[src/rtl/lif_pkg.sv]
// Shared types and default sizing for the LIF timestep scheduler.
package lif_pkg;

   localparam int LIF_NUM_NEURONS_DEF = 8;
   localparam int LIF_NUM_STEPS_DEF   = 16;
   localparam int LIF_CNT_W_DEF       = 16;

   typedef enum logic [1:0] {
      ST_IDLE     = 2'd0,
      ST_ISSUE    = 2'd1,
      ST_STEP_END = 2'd2,
      ST_DONE     = 2'd3
   } lif_state_e;

endpackage

[src/rtl/lif_idx_counter.sv]
// Up-counter with synchronous clear and enable; wraps to zero past TERM and
// flags when the count sits at TERM.
module lif_idx_counter #(
   parameter int          W    = 4,
   parameter logic [W-1:0] TERM = '1
) (
   input  logic         clk,
   input  logic         rst_n,
   input  logic         clr_i,
   input  logic         en_i,
   output logic [W-1:0] cnt_o,
   output logic         wrap_o
);

   logic [W-1:0] cnt_q, cnt_d;

   always_comb begin
      cnt_d = cnt_q;
      if (clr_i)
         cnt_d = '0;
      else if (en_i)
         cnt_d = wrap_o ? '0 : cnt_q + W'(1);
   end

   always_ff @(posedge clk or negedge rst_n) begin
      if (!rst_n)
         cnt_q <= '0;
      else
         cnt_q <= cnt_d;
   end

   assign cnt_o  = cnt_q;
   assign wrap_o = (cnt_q == TERM);

endmodule

[src/rtl/lif_step_scheduler.sv]
// Sequences neuron updates through a shared LIF datapath, one timestep at a time.
// Define LIF_SCHED_STATS_EN to compile in the saturating spike tally.
//
//   state    | meaning
//   ---------+------------------------------------------------------
//   IDLE     | waiting for start
//   ISSUE    | presenting nrn_idx to the datapath until all accepted
//   STEP_END | one-cycle step_tick, advance or finish the run
//   DONE     | one-cycle done pulse, then back to IDLE
module lif_step_scheduler
   import lif_pkg::*;
#(
   parameter int NUM_NEURONS = LIF_NUM_NEURONS_DEF,
   parameter int NUM_STEPS   = LIF_NUM_STEPS_DEF,
   parameter int CNT_W       = LIF_CNT_W_DEF,
   localparam int NRN_W      = $clog2(NUM_NEURONS),
   localparam int STEP_W     = (NUM_STEPS > 1) ? $clog2(NUM_STEPS) : 1
) (
   input  logic              clk,
   input  logic              rst,
   input  logic              start,
   input  logic              abort,
   output logic              nrn_valid,
   input  logic              nrn_ready,
   output logic [NRN_W-1:0]  nrn_idx,
   output logic [STEP_W-1:0] step_idx,
   output logic              step_tick,
   input  logic              spike_vld,
   output logic [CNT_W-1:0]  spike_total,
   output logic              busy,
   output logic              done
);

   lif_state_e state_q, state_d;
   logic       run_clr;
   logic       nrn_wrap, step_wrap;
   logic       nrn_en, step_en;

   assign run_clr   = (state_q == ST_IDLE) && start;
   assign busy      = (state_q != ST_IDLE);
   assign nrn_valid = (state_q == ST_ISSUE);
   assign step_tick = (state_q == ST_STEP_END);
   assign done      = (state_q == ST_DONE);

   // abort blocks the handshake and the step advance on the same edge
   assign nrn_en  = nrn_valid && nrn_ready && !abort;
   assign step_en = step_tick && !step_wrap && !abort;

   always_comb begin
      state_d = state_q;
      case (state_q)
         ST_IDLE:     if (start) state_d = ST_ISSUE;
         ST_ISSUE:    if (nrn_ready && nrn_wrap) state_d = ST_STEP_END;
         ST_STEP_END: state_d = step_wrap ? ST_DONE : ST_ISSUE;
         ST_DONE:     state_d = ST_IDLE;
         default:     state_d = ST_IDLE;
      endcase
      if (abort && busy)
         state_d = ST_IDLE;
   end

   always_ff @(posedge clk or negedge rst) begin
      if (!rst)
         state_q <= ST_IDLE;
      else
         state_q <= state_d;
   end

   lif_idx_counter #(
      .W    (NRN_W),
      .TERM (NRN_W'(NUM_NEURONS - 1))
   ) u_nrn_cnt (
      .clk    (clk),
      .rst_n  (rst),
      .clr_i  (run_clr),
      .en_i   (nrn_en),
      .cnt_o  (nrn_idx),
      .wrap_o (nrn_wrap)
   );

   lif_idx_counter #(
      .W    (STEP_W),
      .TERM (STEP_W'(NUM_STEPS - 1))
   ) u_step_cnt (
      .clk    (clk),
      .rst_n  (rst),
      .clr_i  (run_clr),
      .en_i   (step_en),
      .cnt_o  (step_idx),
      .wrap_o (step_wrap)
   );

`ifdef LIF_SCHED_STATS_EN
   logic [CNT_W-1:0] tally_q, tally_d;

   always_comb begin
      tally_d = tally_q;
      if (run_clr)
         tally_d = '0;
      else if (busy && spike_vld && !abort && (tally_q != '1))
         tally_d = tally_q + CNT_W'(1);
   end

   always_ff @(posedge clk or negedge rst) begin
      if (!rst)
         tally_q <= '0;
      else
         tally_q <= tally_d;
   end

   assign spike_total = tally_q;
`else
   logic unused_spike_vld;

   assign unused_spike_vld = spike_vld;
   assign spike_total      = '0;
`endif

endmodule

[config.mk]
export PLATFORM = sky130hd
export DESIGN_NAME = lif_step_scheduler
export DESIGN_NICKNAME = d
export VERILOG_FILES = /design/src/rtl/lif_pkg.sv /design/src/rtl/lif_idx_counter.sv /design/src/rtl/lif_step_scheduler.sv
export SDC_FILE = /design/constraint.sdc
export NUM_CORES = 1
export LEC_CHECK = 0
export ABC_AREA = 1
export CORE_ASPECT_RATIO = 1.25
export CORE_UTILIZATION = 35
export CTS_CLUSTER_SIZE = 20
export DETAILED_ROUTE_END_ITERATION = 8
export PLACE_DENSITY = 0.71
export REMOVE_ABC_BUFFERS = 1
export SYNTH_ARGS = -nofsm -noshare
export SYNTH_HDL_FRONTEND = slang
export SYNTH_HIERARCHICAL = 1
export SYNTH_SLANG_ARGS = --single-unit
[constraint.sdc]
create_clock -name clk -period 1.37 [get_ports clk]
set_input_delay 0.274 -clock clk [delete_from_list [all_inputs] [get_ports clk]]
set_output_delay 0.274 -clock clk [all_outputs]
set_load 0.05 [all_outputs]
==> out/qor.yml, run 1 <==
drive_above_1_share_pct: 37.0
dieHeight_um: 50.6
holdCritPathClass: "primary input to asynchronous set/reset pin"
violations: "negative setup slack"
power_density_nw_per_um2: 1750
gr-usage-all-layers_pct: 13.8
regToRegSetupSlack_ps: 50
critical_path_buf_inv_count: 3
timing.final.ws_setup_ps: -16.6
finalClockSkew_ps: 2.25
status: "finished, violations left"
avgRoutedWirePerCell_um: 9.55
ys_ff_latch: 9
ant_nets: 0
ir_drop_uv: 899
cp_slowest_cell: "dfrtp_2"
finalMaxSlewViolations: 0
viasPerCell: 4.43
wirelength_mm: 1.32
initial_utilization_pct: 37.4
die_area_sq_um: 2070
crit_chain: "inv_2 > nor2_4 > buf_6 > buf_12"
synth_cell_type_count: 18
grt_max_degree: 10
gp_congestion: 0.811
cp_max_fo: 4
worstSetupPathType: "register to output pin"
syn2layout_area_growth_pct: 58.0
drc: 0
grt_pass1_wl_mm: 1.95
avgSynthCellArea_sq_um: 7.51
cts-buffers-inserted: 3
synthCells: 88
finalNetCount: 129
cp_data_required_time_ps: 1100
placeableCoreArea_sq_um: 1770
start_kind: "register"
layout_common_cells: "nand2_1, conb_1, buf_12, buf_4"
layout_commonest_cell: "nand2_1"
io_buffers: 15
drt-initial-drc-count: 12
clock_path_buffers: 2
grt_setup_unrepaired: "true"
fin_crit_sh_pct: 101
final_util_pct: 59.1
insertion_delay_ps: 260
critPathLaunch: "state_q[1]"
grt_pass1_vias: 536
setup_viol: 3
hold_viol: 0
cts.clk_slew.worst_paths_ps: 60
drtPass1Iterations: 4
ys_seq_area_share_pct: 34.1
cts_root_buffer: "clkbuf_4"
grt_overflow: 0
fmax_mhz: 721
end_kind: "output pin"
max_stage_delay_ps: 460
grt_antenna_before_repair: 0
die_w_um: 40.9
vias: 611
synth_warnings: 6
power.leakage_uw: 0.000558
cts_tree: "yes"
crit_family: "flip-flops"
post-place-ws_ps: -216
crit_arrival_ps: 1110
clock_sinks: 9
period_minus_slack_ps: 1390
hold_buffers: 0
cap_violations: 0
h-tree-depth: 1
synth_area_sq_um: 661
hpwl_mm: 1.04
diodes: 0
rr_startpoint: "state_q[1]"
num_rows: 17
io_pins: 33
path summary, 6_finish.rpt:
check / endpoint / depth (start not counted)
max: step_tick / 4
min: u_nrn_cnt/cnt_o[2] / 1
max reg2reg: u_step_cnt/cnt_o[3] / 10
min reg2reg: u_nrn_cnt/cnt_o[2] / 2
max in group asynchronous: state_q[0] / 1
min in group clk: u_nrn_cnt/cnt_o[2] / 2
metal layers:
layer	vias to the layer above	global-route usage, %	share of wire [%]
met5	-	0	0
met4	0	11.7	2.7
met3	4	2.21	5.1
met2	20	22.4	54
met1	285	14.2	38
li1	302	-	-
registers in the layout, summed over array words and instances, names as in the netlist:
signal and count:
state_q 2, u_nrn_cnt/cnt_o 3, u_step_cnt/cnt_o 4
final cells by class:
cell class / instances / area [sq um]
fillers: 146 / 722
repair buffers: 28 / 369
multi-input cells: 66 / 352
flip-flops and latches: 9 / 228
inverters: 12 / 45.0
clock buffers: 4 / 26.3
well taps: 19 / 23.8
synth_stat cells (all sizes together):
cell   count  area [sq um]
nand2     23          88.8
buf       16           120
inv       12          45.1
nor2      10          52.6
dfrtp      9           225
nand3      9          55.1
ha         3          37.5
a21oi      1          5.00
a22o       1          8.76
conb       1          3.75
nand4      1          6.26
nor3b      1          7.51
o21ai      1          5.00
power breakdown:
| group | switching [uW] | internal (uW) | leakage, uW | total, uW |
|---|---|---|---|---|
| clock network | 93.9 | 112 | 0.0000150 | 206 |
| logic | 679 | 527 | 0.000424 | 1210 |
| registers | 93.8 | 325 | 0.000120 | 419 |
logic make-up after synthesis:
kind of cell / synth area share, %
AO/OA/AOI/OAI: 2.84
adder cells (fa/ha/maj): 5.68
buffers and inverters: 25.0
flip-flops: 34.1
other: 0.568
AND/OR/NAND/NOR: 31.8
metrics by stage:
stage          std cells  power [uW]  setup TNS [ps]  cell area, sq um  hold slack [ps]
4_1_cts              136        1740           -21.6              1000              329
3_5_place_dp         132        1520            -896               963              554
3_3_place_gp         132        1490            -734               963              546
2_1_floorplan         87         988           -1610               597            -21.6
5_1_grt              138        1940            -258              1040              331
6_report             138        1830           -34.5              1040              317
repair_timing:
action                                  CTS  global route
gates cloned                              0             0
endpoints found under the setup margin    6             8
gates resized for setup                   4            11
pin swaps                                 1             2
setup buffers                             1             2
No activity file was read; power rests on OpenSTA's default activity.
==> inputs of run 2 (changes only) <==
- HOLD_SLACK_MARGIN: unset -> 0.12
==> results of run 2 <==
No change in the layout: final DEF, timing and power equal those of run 1.
